## src/rtl/spi_regbank_burst.sv

```systemverilog
// SPI slave register bank: command byte then auto-incrementing burst of REG_WIDTH-bit frames
// into R/W config registers or out of read-only status registers; all four SPI modes.
module spi_regbank_burst #(
    parameter int NUM_CFG    = 8,
    parameter int NUM_STATUS = 8,
    parameter int REG_WIDTH  = 8,
    parameter logic [NUM_CFG*REG_WIDTH-1:0] CFG_RESET = '0
) (
    input  logic                             clk,
    input  logic                             rst,
    input  logic                             ena,
    input  logic [1:0]                       mode,
    input  logic                             spi_cs_n,
    input  logic                             spi_clk,
    input  logic                             spi_mosi,
    output logic                             spi_miso,
    output logic [NUM_CFG*REG_WIDTH-1:0]     config_regs,
    input  logic [NUM_STATUS*REG_WIDTH-1:0]  status_regs,
    output logic                             wr_pulse,
    output logic [6:0]                       wr_addr,
    output logic                             addr_err
);

    localparam int         TOTAL     = NUM_CFG + NUM_STATUS;
    localparam logic [6:0] LAST_ADDR = 7'(TOTAL - 1);

    typedef enum logic [1:0] {IDLE, CMD, DATA} state_t;

    state_t                       state_q, state_d;
    logic                         sclk_q;
    logic                         cs_n_q;
    logic [1:0]                   mode_q, mode_d;
    logic [5:0]                   cnt_q, cnt_d;
    logic [REG_WIDTH-1:0]         sr_q, sr_d;
    logic [REG_WIDTH-1:0]         shadow_q, shadow_d;
    logic                         skip_q, skip_d;
    logic                         is_wr_q, is_wr_d;
    logic [6:0]                   addr_q, addr_d;
    logic [NUM_CFG*REG_WIDTH-1:0] cfg_q, cfg_d;
    logic                         wr_pulse_q, wr_pulse_d;
    logic [6:0]                   wr_addr_q, wr_addr_d;
    logic                         err_q, err_d;

    logic                 rise, fall, lead, trail, sample_edge, shift_edge;
    logic [REG_WIDTH-1:0] rx;
    logic [6:0]           addr_nxt;

    function automatic logic is_mapped(input logic [6:0] a);
        return {1'b0, a} < 8'(TOTAL);
    endfunction

    function automatic logic [REG_WIDTH-1:0] reg_at(
        input logic [6:0]                      a,
        input logic [NUM_CFG*REG_WIDTH-1:0]    cfg,
        input logic [NUM_STATUS*REG_WIDTH-1:0] sts
    );
        logic [REG_WIDTH-1:0] v;
        v = '0;
        for (int i = 0; i < NUM_CFG; i++)
            if (a == 7'(i)) v = cfg[i*REG_WIDTH +: REG_WIDTH];
        for (int i = 0; i < NUM_STATUS; i++)
            if (a == 7'(NUM_CFG + i)) v = sts[i*REG_WIDTH +: REG_WIDTH];
        return v;
    endfunction

    // Leading edge leaves the idle level set by cpol; cpha picks which edge samples.
    assign rise        = spi_clk & ~sclk_q;
    assign fall        = ~spi_clk & sclk_q;
    assign lead        = mode_q[1] ? fall : rise;
    assign trail       = mode_q[1] ? rise : fall;
    assign sample_edge = mode_q[0] ? trail : lead;
    assign shift_edge  = mode_q[0] ? lead : trail;

    assign rx       = {sr_q[REG_WIDTH-2:0], spi_mosi};
    assign addr_nxt = (addr_q == LAST_ADDR) ? 7'd0 : addr_q + 7'd1;

    always_comb begin
        state_d    = state_q;
        mode_d     = mode_q;
        cnt_d      = cnt_q;
        sr_d       = sr_q;
        shadow_d   = shadow_q;
        skip_d     = skip_q;
        is_wr_d    = is_wr_q;
        addr_d     = addr_q;
        cfg_d      = cfg_q;
        wr_pulse_d = 1'b0;
        wr_addr_d  = wr_addr_q;
        err_d      = err_q;

        case (state_q)
            IDLE: begin
                cnt_d = '0;
                // Only a genuine falling edge of chip select starts a transaction.
                if (!spi_cs_n && cs_n_q) begin
                    state_d = CMD;
                    mode_d  = mode;
                    err_d   = 1'b0;
                    sr_d    = '0;
                end
            end
            CMD: begin
                if (spi_cs_n) begin
                    state_d = IDLE;
                end else if (sample_edge) begin
                    sr_d = rx;
                    if (cnt_q == 6'd7) begin
                        cnt_d   = '0;
                        state_d = DATA;
                        is_wr_d = rx[7];
                        addr_d  = rx[6:0];
                        if (!rx[7]) begin
                            shadow_d = reg_at(rx[6:0], cfg_q, status_regs);
                            skip_d   = 1'b1;
                            if (!is_mapped(rx[6:0])) err_d = 1'b1;
                        end
                    end else begin
                        cnt_d = cnt_q + 6'd1;
                    end
                end
            end
            DATA: begin
                if (spi_cs_n) begin
                    state_d = IDLE;
                end else if (sample_edge) begin
                    sr_d = rx;
                    if (cnt_q == 6'(REG_WIDTH - 1)) begin
                        cnt_d  = '0;
                        addr_d = addr_nxt;
                        if (is_wr_q) begin
                            if (addr_q < 7'(NUM_CFG)) begin
                                for (int i = 0; i < NUM_CFG; i++)
                                    if (addr_q == 7'(i)) cfg_d[i*REG_WIDTH +: REG_WIDTH] = rx;
                                wr_pulse_d = 1'b1;
                                wr_addr_d  = addr_q;
                            end else begin
                                err_d = 1'b1;
                            end
                        end else begin
                            shadow_d = reg_at(addr_nxt, cfg_q, status_regs);
                            skip_d   = 1'b1;
                            if (!is_mapped(addr_nxt)) err_d = 1'b1;
                        end
                    end else begin
                        cnt_d = cnt_q + 6'd1;
                    end
                end else if (shift_edge) begin
                    // The first shift edge after a load must leave the fresh MSB on the line.
                    if (skip_q) skip_d = 1'b0;
                    else        shadow_d = {shadow_q[REG_WIDTH-2:0], 1'b0};
                end
            end
            default: state_d = IDLE;
        endcase
    end

    always_ff @(posedge clk) begin
        sclk_q <= spi_clk;
        if (rst) begin
            state_q    <= IDLE;
            cs_n_q     <= 1'b0;
            mode_q     <= 2'b00;
            cnt_q      <= '0;
            sr_q       <= '0;
            shadow_q   <= '0;
            skip_q     <= 1'b0;
            is_wr_q    <= 1'b0;
            addr_q     <= '0;
            cfg_q      <= CFG_RESET;
            wr_pulse_q <= 1'b0;
            wr_addr_q  <= '0;
            err_q      <= 1'b0;
        end else begin
            state_q    <= state_d;
            cs_n_q     <= spi_cs_n;
            mode_q     <= mode_d;
            cnt_q      <= cnt_d;
            sr_q       <= sr_d;
            shadow_q   <= shadow_d;
            skip_q     <= skip_d;
            is_wr_q    <= is_wr_d;
            addr_q     <= addr_d;
            cfg_q      <= cfg_d;
            wr_pulse_q <= wr_pulse_d;
            wr_addr_q  <= wr_addr_d;
            err_q      <= err_d;
        end
    end

    assign spi_miso    = (state_q == DATA) && !is_wr_q && shadow_q[REG_WIDTH-1];
    assign config_regs = cfg_q;
    assign wr_pulse    = wr_pulse_q;
    assign wr_addr     = wr_addr_q;
    assign addr_err    = err_q;

    logic unused_ok;
    assign unused_ok = ^{ena, sr_q[REG_WIDTH-1]};

endmodule
```

## config.mk

```make
export PLATFORM = sky130hd
export DESIGN_NAME = spi_regbank_burst
export DESIGN_NICKNAME = d
export VERILOG_FILES = /design/src/rtl/spi_regbank_burst.sv
export SDC_FILE = /design/constraint.sdc
export NUM_CORES = 1
export LEC_CHECK = 0
export ABC_CLOCK_PERIOD_IN_PS = 2900
export BUFFER_PORTS_ARGS = -buffer_cell sky130_fd_sc_hd__buf_2
export CAP_MARGIN = 10
export CORE_ASPECT_RATIO = 1.1
export CORE_MARGIN = 3
export CORE_UTILIZATION = 50
export CTS_CLUSTER_SIZE = 16
export DETAILED_ROUTE_END_ITERATION = 8
export GPL_TIMING_DRIVEN = 0
export PLACE_DENSITY_LB_ADDON = 0.25
export SYNTH_ARGS = -nofsm -noshare
export SYNTH_HDL_FRONTEND = slang
export SYNTH_SLANG_ARGS = --single-unit
```

## constraint.sdc

```tcl
create_clock -name clk -period 2.9 [get_ports clk]
set_input_delay 0.145 -clock clk [delete_from_list [all_inputs] [get_ports clk]]
set_output_delay 0.145 -clock clk [all_outputs]
set_load 0.02 [all_outputs]
```

==> impl_metrics.json, run 1 <==
{
  "ys_warn_count": 0,
  "cts_tree": "yes",
  "drt_iter0_drc": 1590,
  "grt_max_degree": 22,
  "cp-endpoint": "shadow_q[4]$_SDFFE_PP0P_",
  "netlist_instances": 1048,
  "cts_buffers": 9,
  "skew_ps": 20.0,
  "area.growth.synth_to_final_pct": 18.7,
  "synthArstFlopShare_pct": 0,
  "num_antenna_cells": 0,
  "syn-num-nets": 1130,
  "met3WireLength_um": 4960,
  "hold_violations": 0,
  "crit_fanout": 10,
  "grt_pass1_wl_um": 54000,
  "core-area_um2": 15100,
  "p_comb_share_pct": 28.9,
  "arrival_ps": 3110,
  "gr-total-overflow": 0,
  "crit_type": "register to register",
  "layout-drive-gt1-share_pct": 25.8,
  "rr_worst_depth": 9,
  "reg2reg_to": "shadow_q[4]$_SDFFE_PP0P_",
  "met2WireLength_um": 15400,
  "antenna_found_initial": 0,
  "power.share.switching_pct": 37.0,
  "first_global_vias": 8707,
  "vias": 9545,
  "cts_buffer_depth": 2,
  "postLayoutCoreUtil_pct": 61.0,
  "synth.distinct_cells": 80,
  "ys.flop_type": "dfxtp_1",
  "clockRootBuffer": "clkbuf_16",
  "max_freq_ghz": 0.350,
  "end_kind": "register",
  "fin_cells": 1407,
  "path_delay_family": "compound AO/OA/AOI/OAI gates",
  "p_switching_w": 0.00151,
  "most-common-layout-cells": "nand2_1, buf_2, dfxtp_1",
  "p_clk_share_pct": 31.8,
  "period_needed_ps": 2850,
  "fillers": 1498,
  "finalCritPeriodShare_pct": 98.4,
  "dieArea_um2": 17100,
  "fin_nets": 1288,
  "rows": 47,
  "io_buffer_count": 142,
  "dieHeight_um": 137,
  "ir_drop_v": 0.000330,
  "hp-class": "input pin to register",
  "h-tree-depth": 3,
  "cp-start-kind": "register",
  "crit_start": "sr_q[0]$_SDFFE_PP0P_",
  "crit_chain": "clkbuf_1 -> clkbuf_1 -> mux2_2 -> o22ai_1 -> a2bb2oi_1 -> a22oi_1 -> o21ai_0 -> nand2_1 -> o31a_1",
  "synth_edf_count": 0,
  "dpl.hpwl_um": 26800,
  "leakage_nw": 3.51,
  "mostFrequentLayoutCell": "nand2_1",
  "drc_errors": 0,
  "timing.slew.headroom_pct": 43.0,
  "worstSkewPairLatency_ps": 380,
  "critPathBufInv": 2,
  "max_stage_delay_ps": 620,
  "seq_area_frac_synth_pct": 28.1,
  "m1WireLength_um": 13700,
  "drt_wl_total_um": 36600,
  "crit_slowest_cell": "clkbuf_1",
  "r2r_slack_ps": 50,
  "cts.clk_slew.worst_paths_ps": 80,
  "pwr-share-seq_pct": 39.3,
  "gp_congestion": 1.08,
  "ant_nets": 0,
  "drt_pass1_iterations": 8,
  "initial_core_util_pct": 51.4,
  "cp.required_ps": 3160,
  "status": "finished, final reports clean",
  "syn_avg_cell_area_um2": 7.41,
  "p_int_w": 0.00257,
  "cts.sinks": 109,
  "top_layer": "met4",
  "critPathMostFrequentCell": "clkbuf_1",
  "ys_ff_latch": 109,
  "power_density_nw_per_um2": 443,
  "crit-reg2reg-launch": "sr_q[0]$_SDFFE_PP0P_",
  "rsz0062_at_grt": "true",
  "via_per_inst": 6.78,
  "maxCapViolations": 0,
  "track_usage_pct": 41.4,
  "setup_viol": 0,
  "cp_num_cells": 9,
  "final_max_slew_viol_count": 0,
  "tightest_slew_ps": 853,
  "numPlacedInstances": 1386,
  "die_w_um": 125,
  "netlist_area_um2": 7760,
  "ios": 146,
  "detail_route.wl_per_cell_um": 26.0
}
[stage by stage]
step / total power [W] / cell area, um2 / setup WS, ps / hold slack (ps) / setup TNS, ps
finish: 0.00408 / 9210 / 46.6 / 8.80 / 0
global route: 0.00422 / 9210 / -1.54 / 63.8 / -2.60
CTS: 0.00401 / 9110 / -45.1 / 12.7 / -104
detailed placement: 0.00274 / 8720 / -824 / 307 / -11100
global placement: 0.00274 / 8720 / -820 / 305 / -15100
floorplan: 0.00237 / 7760 / 458 / 173 / 0
[cell usage after synthesis (all sizes together) (5+ instances only)]
master | n | area, um2
nor4 | 5 | 31.3
o21a | 5 | 37.5
buf | 38 | 231
mux2 | 10 | 116
o221ai | 13 | 114
nand4 | 9 | 56.3
and3 | 11 | 68.8
mux4 | 10 | 225
ha | 10 | 125
a31oi | 9 | 56.3
a211oi | 13 | 103
nand3 | 29 | 145
dfxtp | 109 | 2180
a311oi | 6 | 52.6
nand2 | 228 | 856
clkbuf | 49 | 184
o21bai | 5 | 37.5
o2111ai | 7 | 61.3
a2bb2oi | 7 | 61.3
nor3 | 21 | 110
a22oi | 8 | 60.1
nand2b | 12 | 75.1
nor2 | 65 | 244
and2 | 13 | 91.3
o21ai | 48 | 240
inv | 20 | 75.1
or3 | 8 | 55.1
o211ai | 17 | 128
a21oi | 126 | 751
mux2i | 23 | 230
nand3b | 6 | 45.0
o31ai | 9 | 72.6
nor2b | 10 | 62.6
a221oi | 7 | 61.3
o22ai | 13 | 81.3
[area by class of cell]
type / instances / area (um2) / share of cell area [%]
Timing Repair Buffer: 152 / 788 / 8.56
Buffer: 82 / 444 / 4.82
Clock buffer: 9 / 225 / 2.44
Sequential cell: 109 / 2190 / 23.8
Clock inverter: 7 / 82.6 / 0.896
Inverter: 21 / 80.1 / 0.869
Tap cell: 196 / 245 / 2.66
Multi-Input combinational cell: 831 / 5160 / 56.0
[kinds of logic (layout without fill, tap and decap cells)]
group,after synthesis,after routing,synth area share (%)
compound gates,335,335,29.6
xor+xnor,7,7,1.08
fa+ha+maj,10,10,1.61
buf+inv,108,271,6.37
flops,109,109,28.1
mux,43,43,7.37
simple gates,436,436,25.9
[how the worst min path moves through the flow]
| stage | start | endpoint | slack (ps) | cells past startpoint |
|---|---|---|---|---|
| 4_1_cts | mode[1] | mode_q[1]$_SDFFE_PP0P_ | 10 | 3 |
| 5_1_grt | mode[1] | mode_q[1]$_SDFFE_PP0P_ | 60 | 3 |
| 3_3_place_gp | spi_clk | sclk_q$_DFF_P_ | 310 | 1 |
| 2_1_floorplan | spi_clk | sclk_q$_DFF_P_ | 170 | 0 |
| 3_5_place_dp | spi_clk | sclk_q$_DFF_P_ | 310 | 1 |
| 6_report | mode[1] | mode_q[1]$_SDFFE_PP0P_ | 9 | 3 |
[power groups by stage]
stage / clock (W) / combinational, W / sequential [W]
final: 0.00130 / 0.00118 / 0.00160
after global routing: 0.00135 / 0.00126 / 0.00161
after CTS: 0.00130 / 0.00111 / 0.00160
after detailed placement: 0 / 0.00110 / 0.00164
after global placement: 0 / 0.00110 / 0.00164
after floorplan: 0 / 0.000746 / 0.00163
[worst min-delay path, stage by stage]
cell	delay [ps]
buf_2	80
mux2i_1	50
nor2_1	70
[sequential cells by signal, indices dropped and copies added (netlist names)]
signal / cells
wr_pulse: 1
shadow_q: 8
sclk_q: 1
cs_n_q: 1
cnt_q: 6
skip_q: 1
is_wr_q: 1
addr_q: 7
sr_q: 7
mode_q: 2
wr_addr: 7
config_regs: 64
addr_err: 1
state_q: 2
[timing repair]
action / in CTS / in global routing
pin swaps: 2 / 2
setup buffers: 4 / 5
hold endpoints to repair: 1 / 0
endpoints found under the setup margin: 72 / 72
resized for setup: 26 / 37
hold buffers: 1 / 0
[layer usage]
layer	vias up	GRT usage, %
met5	-	0
met1	4385	53.5
met3	215	12.5
met2	811	61.2
li1	4134	-
met4	0	24.8
(Power assumes the default switching activity.)
==> run 2, diff against run 1 <==
==> constraint.sdc (replaced) <==
create_clock -name clk -period 2.9 [get_ports clk]
set_input_delay 0.435 -clock clk [delete_from_list [all_inputs] [get_ports clk]]
set_output_delay 0.435 -clock clk [all_outputs]
set_load 0.02 [all_outputs]
==> run 2 against run 1 <==
  * Combinational power is essentially flat
  * Clock-buffer cell count is the same
  * Design area grew 0.18%
  * Critical path depth is the same
  * Largest power group unchanged
  * Hold slack gained 210 ps
  * Highest routed layer unchanged
  * Fmax shrank 0.38%
  * Sequential share of layout area is essentially flat
==> impl_metrics.json, run 2 (same netlist as run 1, synthesis figures left out) <==
{
  "ctsHoldBuffers": 0,
  "detail_route.wl_per_cell_um": 26.0,
  "dieArea_um2": 17100,
  "leakage_nw": 3.52,
  "crit_fanout": 11,
  "max_freq_ghz": 0.349,
  "mostFrequentLayoutCell": "nand2_1",
  "post_dp_cell_area_um2": 8720,
  "most-common-layout-cells": "nand2_1, buf_2, dfxtp_1",
  "drt_iter0_drc": 1456,
  "grt_max_degree": 22,
  "fin_nets": 1290,
  "status": "finished, final reports clean",
  "io_buffer_count": 142,
  "worstSkewPairLatency_ps": 380,
  "fin_cells": 1409,
  "crit_slowest_cell": "clkbuf_1",
  "die_w_um": 125,
  "rsz0062_at_grt": "true",
  "ant_nets": 0,
  "crit_type": "register to register",
  "dpl.hpwl_um": 26800,
  "clockRootBuffer": "clkbuf_16",
  "cp-start-kind": "register",
  "vias": 9525,
  "power_density_nw_per_um2": 442,
  "gp_congestion": 1.08,
  "h-tree-depth": 3,
  "dieHeight_um": 137,
  "max_stage_delay_ps": 570,
  "tightest_slew_ps": 802,
  "first_global_vias": 8739,
  "rr_worst_depth": 9,
  "reg2reg_to": "shadow_q[4]$_SDFFE_PP0P_",
  "postLayoutCoreUtil_pct": 61.1,
  "cts_tree": "yes",
  "rows": 47,
  "via_per_inst": 6.76,
  "fillers": 1490,
  "r2r_slack_ps": 40,
  "layout-drive-gt1-share_pct": 26.1,
  "finalCritPeriodShare_pct": 98.8,
  "hold_violations": 0,
  "crit-reg2reg-launch": "addr_q[0]$_SDFFE_PP0P_",
  "track_usage_pct": 41.6,
  "drt_pass1_iterations": 6,
  "ir_drop_v": 0.000330,
  "skew_ps": 16.6,
  "cp.required_ps": 3170,
  "drc_errors": 0,
  "end_kind": "register",
  "critPathBufInv": 4,
  "drt_wl_total_um": 36600,
  "cts.sinks": 109,
  "numPlacedInstances": 1386,
  "area.growth.synth_to_final_pct": 18.9,
  "final_cell_area_um2": 9230,
  "hold_end": "sclk_q$_DFF_P_",
  "crit_start": "addr_q[0]$_SDFFE_PP0P_",
  "period_needed_ps": 2860,
  "core-area_um2": 15100,
  "crit_chain": "inv_1 -> ha_1 -> clkbuf_2 -> clkbuf_1 -> clkbuf_2 -> a21oi_1 -> o221ai_1 -> a21oi_1 -> o31a_1",
  "arrival_ps": 3130,
  "num_antenna_cells": 0,
  "path_delay_family": "buffers and inverters",
  "maxCapViolations": 0,
  "largest_reg_flops": 64,
  "hp-class": "input pin to register",
  "ios": 146,
  "hold-worst-slack_ps": 218,
  "hp-start": "spi_clk",
  "initial_core_util_pct": 51.4,
  "antenna_found_initial": 0,
  "timing.slew.headroom_pct": 46.5,
  "fin_setup_tns_ps": 0,
  "final_max_slew_viol_count": 0,
  "setup_viol": 0,
  "cts_buffers": 9,
  "gr-total-overflow": 0,
  "cts.clk_slew.worst_paths_ps": 80,
  "grt_pass1_wl_um": 54300,
  "whs_path_depth": 1,
  "cts_buffer_depth": 2
}
-- run 2: final cells by class --
| cell class | count | area [um2] | share of cell area [%] |
|---|---|---|---|
| repair buffers | 153 | 793 | 8.59 |
| inverters | 21 | 80.1 | 0.868 |
| plain buffers | 83 | 450 | 4.88 |
| clock buffers | 9 | 225 | 2.44 |
| flip-flops and latches | 109 | 2190 | 23.7 |
| clock inverters | 7 | 82.6 | 0.895 |
| well taps | 196 | 245 | 2.66 |
| multi-input cells | 831 | 5160 | 55.9 |
-- run 2: metrics by stage --
stage	total power, W	worst slack, ps
floorplan	0.00237	458
global placement	0.00274	-820
detailed placement	0.00274	-824
CTS	0.00401	61.4
global route	0.00422	-5.66
finish	0.00408	35.7
-- run 2: where the power goes --
part | switching, W | internal, W
logic | 0.000784 | 0.000397
clock network | 0.000685 | 0.000616
registers | 0.0000467 | 0.00156
total | 0.00152 | 0.00257
-- run 2: timing repair --
item                       4_1_cts  5_1_grt
setup endpoints to repair       73       73
buffers inserted                 7        4
gates resized for setup         30       37
pin swaps                        2        2
-- run 2: worst max-delay path by stage --
stage	depth (start not counted)	end
2_1_floorplan	9	shadow_q[0]$_SDFFE_PP0P_
5_1_grt	9	shadow_q[2]$_SDFFE_PP0P_
6_report	9	shadow_q[4]$_SDFFE_PP0P_
4_1_cts	10	shadow_q[6]$_SDFFE_PP0P_
3_3_place_gp	11	shadow_q[5]$_SDFFE_PP0P_
3_5_place_dp	11	shadow_q[5]$_SDFFE_PP0P_
-- run 2: layer usage --
metal | vias to the layer above | track usage [%] | wire length, um
met5 | - | 0 | 0
met3 | 198 | 11.2 | 4890
li1 | 4131 | - | -
met2 | 795 | 61.8 | 15300
met1 | 4401 | 54.3 | 13900
met4 | 0 | 24.9 | 2560
-- run 2: worst register-to-register path: cells and delay by family, from the launching register on --
kind / cells / cell delay, ps
buffers and inverters: 4 / 1410
AOI/OAI and AO/OA: 4 / 820
DFF: 1 / 390
adders and majority gates: 1 / 140
==> run 3, diff against run 2 <==
Settings changed: REMOVE_ABC_BUFFERS set to 1.
==> run 3 against run 2 <==
  * First-iteration DRC count is 16% lower
  * Core utilization is 0.69 points lower
  * Largest cell class unchanged
  * Critical path type unchanged
  * Sequential cell count stayed put
==> impl_metrics.json, run 3 (same netlist as run 1, synthesis figures left out) <==
{
  "status": "finished, final reports clean",
  "cp-start-kind": "register",
  "hold-worst-slack_ps": 228,
  "ios": 146,
  "power_w": 0.00401,
  "die_w_um": 125,
  "timing.slew.headroom_pct": 41.2,
  "pwr-share-seq_pct": 40.8,
  "clockRootBuffer": "clkbuf_16",
  "cts_tree": "yes",
  "cts.clk_slew.worst_paths_ps": 70,
  "drt_pass1_iterations": 5,
  "tightest_slew_ps": 881,
  "crit_fanout": 24,
  "mostFrequentLayoutCell": "nand2_1",
  "dieHeight_um": 137,
  "cts.sinks": 109,
  "post_dp_cell_area_um2": 8490,
  "ant_nets": 0,
  "grt_max_degree": 71,
  "p_comb_share_pct": 26.6,
  "finalCritPeriodShare_pct": 97.5,
  "cts_buffers": 9,
  "crit_slowest_cell": "ha_4",
  "largest_reg_flops": 64,
  "leakage_nw": 3.33,
  "skew_ps": 7.49,
  "p_int_w": 0.00268,
  "max_stage_delay_ps": 470,
  "track_usage_pct": 33.9,
  "first_global_vias": 8176,
  "end_kind": "register",
  "gp_congestion": 1.02,
  "max_freq_ghz": 0.354,
  "maxCapViolations": 0,
  "worstSkewPairLatency_ps": 360,
  "drt_iter0_drc": 1216,
  "dpl.hpwl_um": 20700,
  "ir_drop_v": 0.000308,
  "gr-total-overflow": 0,
  "crit_start": "addr_q[1]$_SDFFE_PP0P_",
  "antenna_found_initial": 0,
  "initial_core_util_pct": 51.4,
  "drc_errors": 0,
  "h-tree-depth": 3,
  "arrival_ps": 3110,
  "final_cell_area_um2": 9130,
  "most-common-layout-cells": "nand2_1, buf_2, dfxtp_1",
  "crit-reg2reg-launch": "addr_q[1]$_SDFFE_PP0P_",
  "seq_area_um2": 2190,
  "vias": 8920,
  "drt_wl_total_um": 30100,
  "power.share.switching_pct": 33.3,
  "crit_type": "register to register",
  "hp-class": "input pin to register",
  "final_max_slew_viol_count": 0,
  "grt_pass1_wl_um": 46200,
  "hold_violations": 0,
  "ctsHoldBuffers": 0,
  "core-area_um2": 15100,
  "period_needed_ps": 2830,
  "rsz0062_at_grt": "false",
  "crit_chain": "inv_1 -> ha_4 -> clkinvlp_4 -> a311oi_1 -> a21oi_1 -> nor3_1 -> o22ai_1 -> a41o_1 -> a211oi_1",
  "dieArea_um2": 17100,
  "via_per_inst": 6.66,
  "p_switching_w": 0.00134,
  "critPathBufInv": 2,
  "cts_buffer_depth": 2,
  "setup_viol": 0,
  "p_clk_share_pct": 32.7,
  "cp.required_ps": 3180,
  "postLayoutCoreUtil_pct": 60.4,
  "path_delay_family": "compound AO/OA/AOI/OAI gates",
  "num_antenna_cells": 0,
  "detail_route.wl_per_cell_um": 22.5,
  "io_buffer_count": 144,
  "multi_input_area_um2": 5260,
  "fin_nets": 1220,
  "fillers": 1366,
  "hp-start": "spi_clk",
  "layout-drive-gt1-share_pct": 24.9,
  "power_density_nw_per_um2": 440,
  "rows": 47,
  "area.growth.synth_to_final_pct": 17.6
}
[run 3: cell count changes in the layout (fill, tap and decap cells not counted), moves of 5 or more]
cell        change
clkinvlp_4      +5
buf_4           -6
clkbuf_2       -12
dfxtp_2         +5
buf_2          -24
clkbuf_4        -9
clkbuf_1       -24
ha_4            +5
[run 3: worst reg2reg max path: cells and delay by family (launching register included)]
family                   cells  cell delay, ps
flip-flops                   1             410
buffers and inverters        2             600
AO/OA/AOI/OAI                5            1010
adder cells (fa/ha/maj)      1             470
AND/OR/NAND/NOR              1             260
[run 3: power groups by stage]
stage | Clock [W] | Sequential, W | Combinational (W)
6_report | 0.00131 | 0.00164 | 0.00107
3_5_place_dp | 0 | 0.00166 | 0.000970
5_1_grt | 0.00137 | 0.00165 | 0.00116
4_1_cts | 0.00132 | 0.00163 | 0.000987
2_1_floorplan | 0 | 0.00167 | 0.000634
3_3_place_gp | 0 | 0.00169 | 0.000923
[run 3: final cells by class]
type,instances,area share [%]
Timing Repair inverter,1,0.0823
Inverter,21,1.04
Multi-Input combinational cell,831,57.6
Clock buffer,12,2.81
Sequential cell,109,24.0
Clock inverter,4,0.576
Tap cell,196,2.69
Timing Repair Buffer,165,11.2
[run 3: per-stage QoR]
| step | std cells | worst slack, ps | setup TNS [ps] |
|---|---|---|---|
| 6_report | 1339 | 72.5 | 0 |
| 5_1_grt | 1339 | 1.78 | 0 |
| 4_1_cts | 1332 | 11.4 | 0 |
| 3_5_place_dp | 1308 | -899 | -34150 |
| 3_3_place_gp | 1301 | -1910 | -48060 |
| 2_1_floorplan | 961 | -271 | -1330 |
[run 3: repair_timing]
| action | in CTS | in global routing |
|---|---|---|
| endpoints found under the setup margin | 84 | 19 |
| pin swaps | 1 | 2 |
| gates resized for setup | 25 | 21 |
| gates cloned | 1 | 0 |
| buffers inserted | 7 | 7 |
[run 3: worst paths after layout]
path | endpoint | slack [ps] | cells after the start
setup / recovery | shadow_q[3]$_SDFFE_PP0P_ | 70 | 9
hold / removal | sclk_q$_DFF_P_ | 230 | 1
setup reg to reg | shadow_q[3]$_SDFFE_PP0P_ | 70 | 9
hold reg to reg | wr_addr[6]$_SDFFE_PP0P_ | 460 | 1
[run 3: per-layer routing]
layer  GRT usage (%)  up-vias  part of all wire (%)
met5               0        -                     0
met4            19.6        0                   5.7
met3            6.13      127                    12
met2            51.2      715                    43
met1            45.8     4082                    39
li1                -     3996                     -
